[src/rtl/fetch_pkg.sv]
// Shared types and constants for the instruction fetch front end.
package fetch_pkg;

  localparam int          INSTR_WIDTH = 32;
  localparam logic [31:0] NOP_INSTR   = 32'h0000_0013;
  localparam int          PC_STEP     = 4;

  typedef struct packed {
    logic [31:0]            pc;
    logic [INSTR_WIDTH-1:0] instruction;
  } fetch_entry_t;

endpackage

[src/rtl/fetch_queue.sv]
// In-order circular FIFO of fetched {pc, instruction} entries.
// Power-of-two depth so the pointers wrap without compare logic.
// Push while full is ignored unless a pop happens in the same cycle.
module fetch_queue
  import fetch_pkg::*;
#(
  parameter int DEPTH = 2
) (
  input  logic                       clk,
  input  logic                       rst_n,
  input  logic                       clear,
  input  logic                       push,
  input  logic                       pop,
  input  fetch_entry_t               push_data,
  output fetch_entry_t               head_data,
  output logic [$clog2(DEPTH):0]     count,
  output logic                       full,
  output logic                       empty
);

  localparam int PTR_W = $clog2(DEPTH);

  fetch_entry_t     mem_q [DEPTH];
  logic [PTR_W-1:0] head_q, head_d;
  logic [PTR_W-1:0] tail_q, tail_d;
  logic [PTR_W:0]   count_q, count_d;
  logic             push_ok;
  logic             pop_ok;

  assign full      = (count_q == (PTR_W+1)'(DEPTH));
  assign empty     = (count_q == '0);
  assign count     = count_q;
  assign head_data = mem_q[head_q];
  assign pop_ok    = pop & ~empty;
  assign push_ok   = push & (~full | pop_ok);

  // Next-state pointers and occupancy; clear wins over push/pop.
  always_comb begin
    head_d  = head_q;
    tail_d  = tail_q;
    count_d = count_q;
    if (clear) begin
      head_d  = '0;
      tail_d  = '0;
      count_d = '0;
    end else begin
      if (pop_ok)  head_d = head_q + 1'b1;
      if (push_ok) tail_d = tail_q + 1'b1;
      case ({push_ok, pop_ok})
        2'b10:   count_d = count_q + 1'b1;
        2'b01:   count_d = count_q - 1'b1;
        default: count_d = count_q;
      endcase
    end
  end

  // Pointer and occupancy registers.
  always_ff @(posedge clk or negedge rst_n) begin
    if (!rst_n) begin
      head_q  <= '0;
      tail_q  <= '0;
      count_q <= '0;
    end else begin
      head_q  <= head_d;
      tail_q  <= tail_d;
      count_q <= count_d;
    end
  end

  // One storage slot per entry; reset contents give out_pc=0 / NOP on the head.
  for (genvar gi = 0; gi < DEPTH; gi++) begin : g_slot
    fetch_entry_t slot_d;

    // Slot written only when it is the tail of an accepted push.
    always_comb begin
      slot_d = mem_q[gi];
      if (!clear && push_ok && (tail_q == PTR_W'(gi))) slot_d = push_data;
    end

    // Slot storage register.
    always_ff @(posedge clk or negedge rst_n) begin
      if (!rst_n) begin
        mem_q[gi] <= '{pc: 32'h0, instruction: NOP_INSTR};
      end else begin
        mem_q[gi] <= slot_d;
      end
    end
  end

endmodule

[src/rtl/instruction_fetch_unit.sv]
// Instruction fetch front end: PC register driving a combinational ROM,
// fetch queue towards decode, and redirect handling that flushes the queue.
// Optional macro FETCH_MISALIGN_TRAP_EN adds a misaligned-redirect fault
// pulse and the captured faulting target.
module instruction_fetch_unit
  import fetch_pkg::*;
#(
  parameter logic [31:0] RESET_PC    = 32'h0000_0000,
  parameter int          QUEUE_DEPTH = 2,
  parameter int          ADDR_WIDTH  = 32
) (
  input  logic                    clk,
  input  logic                    rst_n,
  output logic [ADDR_WIDTH-1:0]   rom_address,
  input  logic [INSTR_WIDTH-1:0]  rom_data,
  input  logic                    redirect_valid,
  input  logic [ADDR_WIDTH-1:0]   redirect_pc,
  output logic                    out_valid,
  input  logic                    out_ready,
  output logic [ADDR_WIDTH-1:0]   out_pc,
  output logic [INSTR_WIDTH-1:0]  out_instruction
`ifdef FETCH_MISALIGN_TRAP_EN
  ,
  output logic                    misaligned_fault,
  output logic [ADDR_WIDTH-1:0]   fault_pc
`endif
);

  logic [ADDR_WIDTH-1:0]      pc_q, pc_d;
  logic                       deq;
  logic                       enq;
  logic                       q_full;
  logic                       q_empty;
  logic [$clog2(QUEUE_DEPTH):0] q_count;
  fetch_entry_t               q_push_data;
  fetch_entry_t               q_head;

  assign rom_address     = pc_q;
  assign out_valid       = ~q_empty;
  assign out_pc          = ADDR_WIDTH'(q_head.pc);
  assign out_instruction = q_head.instruction;

  // Decode consumes the head even on a redirect cycle; the flush follows.
  assign deq = out_valid & out_ready;
  // Fetch only when there is (or will be) room; rom_data is dropped on redirect.
  assign enq = ~redirect_valid & (~q_full | deq);

  assign q_push_data = '{pc: 32'(pc_q), instruction: rom_data};

  // Next PC: aligned redirect target, sequential step on enqueue, else re-read.
  always_comb begin
    pc_d = pc_q;
    if (redirect_valid) begin
      pc_d = redirect_pc & ~ADDR_WIDTH'(3);
    end else if (enq) begin
      pc_d = pc_q + ADDR_WIDTH'(PC_STEP);
    end
  end

  // PC register.
  always_ff @(posedge clk or negedge rst_n) begin
    if (!rst_n) begin
      pc_q <= ADDR_WIDTH'(RESET_PC);
    end else begin
      pc_q <= pc_d;
    end
  end

  fetch_queue #(
    .DEPTH (QUEUE_DEPTH)
  ) u_fetch_queue (
    .clk       (clk),
    .rst_n     (rst_n),
    .clear     (redirect_valid),
    .push      (enq),
    .pop       (deq),
    .push_data (q_push_data),
    .head_data (q_head),
    .count     (q_count),
    .full      (q_full),
    .empty     (q_empty)
  );

`ifdef FETCH_MISALIGN_TRAP_EN
  logic                  fault_q, fault_d;
  logic [ADDR_WIDTH-1:0] fault_pc_q, fault_pc_d;

  assign misaligned_fault = fault_q;
  assign fault_pc         = fault_pc_q;

  // Fault pulses for one cycle per misaligned redirect; target held until next.
  always_comb begin
    fault_d    = redirect_valid & (|redirect_pc[1:0]);
    fault_pc_d = fault_d ? redirect_pc : fault_pc_q;
  end

  // Fault registers.
  always_ff @(posedge clk or negedge rst_n) begin
    if (!rst_n) begin
      fault_q    <= 1'b0;
      fault_pc_q <= '0;
    end else begin
      fault_q    <= fault_d;
      fault_pc_q <= fault_pc_d;
    end
  end
`endif

  // Occupancy is internal to the queue; keep it visible for debug probes.
  logic q_count_unused;
  assign q_count_unused = ^q_count;

endmodule

[config.mk]
export PLATFORM = sky130hd
export DESIGN_NAME = instruction_fetch_unit
export DESIGN_NICKNAME = d
export VERILOG_FILES = /design/src/rtl/fetch_pkg.sv /design/src/rtl/fetch_queue.sv /design/src/rtl/instruction_fetch_unit.sv
export SDC_FILE = /design/constraint.sdc
export NUM_CORES = 1
export LEC_CHECK = 0
export CORE_AREA = 2 2 94 187
export CTS_CLUSTER_SIZE = 8
export DETAILED_ROUTE_END_ITERATION = 12
export DIE_AREA = 0 0 96 189
export GPL_TIMING_DRIVEN = 1
export PLACE_DENSITY_LB_ADDON = 0.15
export SLEW_MARGIN = 20
export SYNTH_ARGS = -nofsm -noshare
export SYNTH_HDL_FRONTEND = slang
export SYNTH_SLANG_ARGS = --single-unit
[constraint.sdc]
create_clock -name clk -period 3.1 [get_ports clk]
set_input_delay 0.31 -clock clk [delete_from_list [all_inputs] [get_ports clk]]
set_output_delay 0.31 -clock clk [all_outputs]
set_load 0.03 [all_outputs]
# Word-level counts from Yosys, hierarchy flattened
# Cells that the tools add are included.
# W data, S select, Z words.
[word_totals] regBits=164 input_bits=68 out_inout_bits=97 word_cells=48
[classes] addsub=5 n_lt_le_gt_ge=1 eq_ne=3 mux=11 n_bitwise=11 n_reduce_logical=9
[op_table] op="$mux W64" count=3
[op_table] op="$mux W32" count=2
[op_table] op="$add A32 B3 Y32 const B" count=1
[op_table] op="$reduce_bool A2 Y1" count=3
[op_table] op="$and A1 B1 Y1" count=4
[op_table] op="$eq A2 B2 Y1 const B" count=2
[op_table] op="$mux W1" count=4
[op_table] op="$not A1 Y1" count=4
[op_table] op="$pmux W2 S2" count=1
[op_table] op="$logic_and A1 B1 Y1" count=3
[op_table] op="$reduce_bool A3 Y1" count=1
[op_table] op="$add A1 B1 Y1 const B" count=2
[op_table] op="$add A2 B1 Y2 const B" count=1
[op_table] op="$eq A2 B1 Y1 const B" count=1
[op_table] op="$ge A2 B2 Y1 const B" count=1
[op_table] op="$logic_not A2 Y1" count=1
[op_table] op="$mux W2" count=1
[op_table] op="$not A1 Y2" count=1
[op_table] op="$or A1 B1 Y1" count=2
[op_table] op="$sub A2 B1 Y2 const B" count=1
[op_table] op="$logic_not A1 Y1" count=1

# Longest topological paths before layout
[logic_depth] ltp_word=9 depth_mapped=7 depth_no_buf=5

# Cells and area by module
# Synthesis repeated with hierarchy kept, for this count alone.
[hier_totals] hier_cells=575 area_unflattened_um2=7731.2
[modules_own_cells] module="fetch_queue" n_inst=1 cells_per_inst=365 area_each_um2=5919.4 seq_area_each_um2=3310.7
[modules_own_cells] module="instruction_fetch_unit" n_inst=1 cells_per_inst=210 area_each_um2=1811.7 seq_area_each_um2=750.7

# Least setup slack after synthesis
# Ideal clock, no wire load.
[synth_path] path_kind="flip-flop to flip-flop" start="reg pc_q[2] (netlist: rom_address[2])" end="reg pc_q[20] (netlist: rom_address[20])" setup_time_ps=82 t_arrival_ps=2156 t_required_ps=3018 setup_slack_ps=862 path_stages_with_launch=7 n_path_buf=1 period_less_slack_ps=2238 cell_sequence="dfrtp_1 ha_1 nand2_1 or4b_1 buf_2 or4_1 a31oi_1"
[synth_via] elab_chain_cells=3
[synth_rtl] item="start: declaration" line="instruction_fetch_unit.sv:29" text="logic [ADDR_WIDTH-1:0] pc_q, pc_d;"
[synth_rtl] item="start signal: assignment" line="instruction_fetch_unit.sv:63" text="pc_q <= ADDR_WIDTH'(RESET_PC);"
[synth_rtl] item="start signal: assignment" line="instruction_fetch_unit.sv:65" text="pc_q <= pc_d;"
[synth_rtl] item="$add A32 B3 Y32" line="instruction_fetch_unit.sv:56" text="pc_d = pc_q + ADDR_WIDTH'(PC_STEP);"
[synth_rtl] item="$mux W32" line="instruction_fetch_unit.sv:55" text="end else if (enq) begin"
[synth_rtl] item="$mux W32" line="instruction_fetch_unit.sv:53" text="if (redirect_valid) begin"
# No other way between the ends. The select of a mux whose other input is x is not followed.
# A chain may end at the register's enable or synchronous reset.

# Worst setup path in the final report
[layout_path] start="reg u_fetch_queue.head_q" end="out out_instruction[28]"
[layout_via] elab_chain_cells=4
[layout_rtl] item="start: declaration" line="fetch_queue.sv:24" text="logic [PTR_W-1:0] head_q, head_d;"
[layout_rtl] item="start signal: assignment" line="fetch_queue.sv:60" text="head_q <= '0;"
[layout_rtl] item="start signal: assignment" line="fetch_queue.sv:64" text="head_q <= head_d;"
[layout_rtl] item="$not A1 Y2 (implied by the code)" line="fetch_queue.sv:33" text="assign head_data = mem_q[head_q];"
[layout_rtl] item="$mux W64 (implied by the code) (3 in a row)" line="fetch_queue.sv:33"
[layout_rtl] item="end: declaration" line="instruction_fetch_unit.sv:21" text="output logic [INSTR_WIDTH-1:0] out_instruction"
# No other way between the ends. The select of a mux whose other input is x is not followed.

==> results.py <==
metrics = {
    "clock_network": {
        "clockBufferDepth": 2,
        "hold_buffers": 1,
        "cts_tree": "done",
        "post-cts-setup-buffer-count": 0,
        "cts_resized": 0,
        "cts-root-buf": "clkbuf_16",
        "cts.sinks": 158,
        "clk_pin_slew_worst_paths_ns": 0.06,
        "insertion_delay_ns": 0.42,
        "numCtsBuffers": 17,
        "cts_max_level": 4,
    },
    "sta": {
        "clock_skew_ns": 0.00858,
        "period_needed_ns": 2.80,
        "setup_viol": 0,
        "min_period_over_period_pct": 90.2,
        "max_freq_mhz": 358,
        "rsz0062_at_grt": "false",
        "slew_violations": 0,
        "final.setup.tns_ns": 0,
        "worst_slew_pin_slew_ns": 0.934,
        "slew-limit-headroom_pct": 37.8,
        "hold_viol": 0,
    },
    "pwr": {
        "leakage_nw": 3.87,
        "vdd_ir_drop_max_v": 0.000431,
        "power.density_mw_per_mm2": 755,
    },
    "drt": {
        "vias_per_cell": 5.51,
        "ant_nets": 0,
        "num_vias": 5257,
        "wl_per_cell_um": 19.0,
        "routed_wl_mm": 18.1,
        "drt_iter0_markers": 176,
        "drcViolationCount": 0,
        "firstDrtPassIters": 5,
    },
    "worst_setup_path": {
        "cp-end-kind": "output pin",
        "cp_data_arrival_time_ns": 2.49,
        "crit_path_start_kind": "flip-flop",
        "path_class": "reg2out",
        "cp_max_fo": 22,
        "r2r_cells": 5,
        "reg2reg_slack_ns": 0.69,
        "reg2reg_from": "rom_address[2]$_DFFE_PN0N_",
        "worstPathRequired_ns": 2.79,
        "worst_r2r_endpoint": "rom_address[18]$_DFFE_PN0N_",
    },
    "logic_synthesis": {
        "post_synth_inst_count": 586,
        "netlist_area_mm2": 0.00743,
        "synth_edf_count": 0,
        "synth_area_per_cell_um2": 12.7,
        "ys_warn_count": 0,
        "ys_ff_latch": 158,
        "synth_cell_type_count": 45,
        "yosysSeqAreaShare_pct": 53.3,
        "ys_async_sr_fraction_pct": 100,
        "synth_top_flop_cell": "dfrtp_1",
    },
    "die": {
        "die_h_um": 189,
        "ioPinCount": 165,
        "fp-row-count": 67,
        "die_w_um": 96,
        "core_region_area_mm2": 0.0167,
        "die-area_mm2": 0.0181,
        "initial_core_util_pct": 44.6,
    },
    "finish": {
        "mostFrequentLayoutCells": "mux2_2, clkdlybuf4s50_1, dfrtp_1, nand2_1",
        "diodes": 0,
        "drive_above_1_share_pct": 32.9,
        "final_common_cell": "mux2_2",
        "multi_input_area_mm2": 0.00328,
        "finish.utilization_pct": 59.2,
        "n_fill_cell": 1380,
        "seqCellArea_mm2": 0.00396,
        "design_area_mm2": 0.00988,
        "area_growth_pct": 33.0,
        "nNetsFinal": 803,
        "final_cells": 954,
    },
    "global_routing": {
        "grt_pass1_wl_mm": 29.0,
        "grt_remaining_overflow": 0,
        "antenna_found_initial": 0,
        "grt_max_degree": 71,
        "grt_pass1_vias": 5730,
        "track_usage_pct": 20.7,
    },
    "place": {
        "hpwl_mm": 12.4,
        "gp_congestion": 0.840,
        "postPlaceCellArea_mm2": 0.00924,
        "place_inst": 921,
        "port_buffers": 158,
    },
    "run_status": {
        "status": "finished, final reports clean",
    },
    "hold_path": {
        "hold_class": "in2async",
    },
    "job": {
        "maxCapViolCount": 0,
    },
}
[worst max-delay path, cell delays in order (launching register included)]
cell and delay (ns):
dfrtp_2 0.62, buf_4 0.41, mux2_2 0.41, clkdlybuf4s50_1 0.60
[cell usage after synthesis (all sizes together), types with 5 or more instances]
| cell | number | area (µm²) |
|---|---|---|
| mux2 | 186 | 2090 |
| dfrtp | 152 | 3800 |
| clkbuf | 33 | 124 |
| nand2 | 26 | 97.6 |
| nand3 | 19 | 95.1 |
| nor2 | 19 | 71.3 |
| buf | 15 | 83.8 |
| o21ai | 13 | 65.1 |
| o31ai | 13 | 97.6 |
| nand4 | 11 | 75.1 |
| a31oi | 10 | 62.6 |
| or4 | 10 | 75.1 |
| nor2b | 9 | 56.3 |
| xnor2 | 8 | 70.1 |
| dfstp | 6 | 158 |
| a22oi | 5 | 37.5 |
| nor3 | 5 | 25.0 |
| nor4b | 5 | 43.8 |
[power breakdown]
part | leakage [nW] | switching (W) | total [W] | internal (W)
clock | 0.298 | 0.000824 | 0.00223 | 0.00141
combinational | 1.74 | 0.00116 | 0.00236 | 0.00120
sequential | 1.83 | 0.000311 | 0.00286 | 0.00255
[layer usage]
layer / track usage (%) / share of wire, %
met5: 0 / 0
met2: 36.7 / 55
met4: 7.47 / 2.0
met1: 24.0 / 39
met3: 4.34 / 4.4
[worst max-delay path by stage]
stage | cells past startpoint | slack, ns | end | startpoint
2_1_floorplan | 6 | 0.86 | rom_address[20]$_DFFE_PN0N_ | rom_address[2]$_DFFE_PN0N_
3_3_place_gp | 6 | 0.64 | rom_address[12]$_DFFE_PN0N_ | out_ready
3_5_place_dp | 6 | 0.57 | rom_address[12]$_DFFE_PN0N_ | out_ready
4_1_cts | 3 | 0.27 | out_instruction[28] | u_fetch_queue.head_q$_DFFE_PN0P_
5_1_grt | 3 | 0.23 | out_instruction[28] | u_fetch_queue.head_q$_DFFE_PN0P_
6_report | 3 | 0.30 | out_instruction[28] | u_fetch_queue.head_q$_DFFE_PN0P_
[registers in the layout (all words and copies together) (netlist names)]
name                  flops
rom_address              30
u_fetch_queue.mem_q     124
u_fetch_queue.head_q      1
u_fetch_queue.tail_q      1
u_fetch_queue.count       2
[logic make-up (layout without fill, tap and decap cells)]
| family | after synthesis | in the layout | synth area share [%] |
|---|---|---|---|
| muxes | 187 | 187 | 28.3 |
| adders and majority gates | 1 | 1 | 0.168 |
| AOI/OAI and AO/OA | 53 | 53 | 4.70 |
| and+or+nand+nor | 124 | 124 | 9.23 |
| buffers and inverters | 51 | 209 | 2.95 |
| other | 1 | 4 | 0.0505 |
| DFF | 158 | 158 | 53.3 |
| xor gates and xnor gates | 11 | 11 | 1.30 |
[per-stage QoR]
| stage | hold WS, ns | setup slack (ns) | total power [W] |
|---|---|---|---|
| 2_1_floorplan | 0.0144 | 0.862 | 0.00433 |
| 3_3_place_gp | 0.340 | 0.641 | 0.00520 |
| 3_5_place_dp | 0.351 | 0.567 | 0.00529 |
| 4_1_cts | 0.443 | 0.266 | 0.00755 |
| 5_1_grt | 0.477 | 0.231 | 0.00782 |
| 6_report | 0.457 | 0.304 | 0.00746 |
[layout make-up]
class | count | area share (%)
clock buffer | 22 | 4.80
clock inverter | 10 | 1.62
inverter | 3 | 0.114
multi-input combinational | 380 | 33.2
sequential | 158 | 40.1
tap | 207 | 2.62
timing repair buffer | 174 | 17.6
Power figures use the tool's default switching activity.
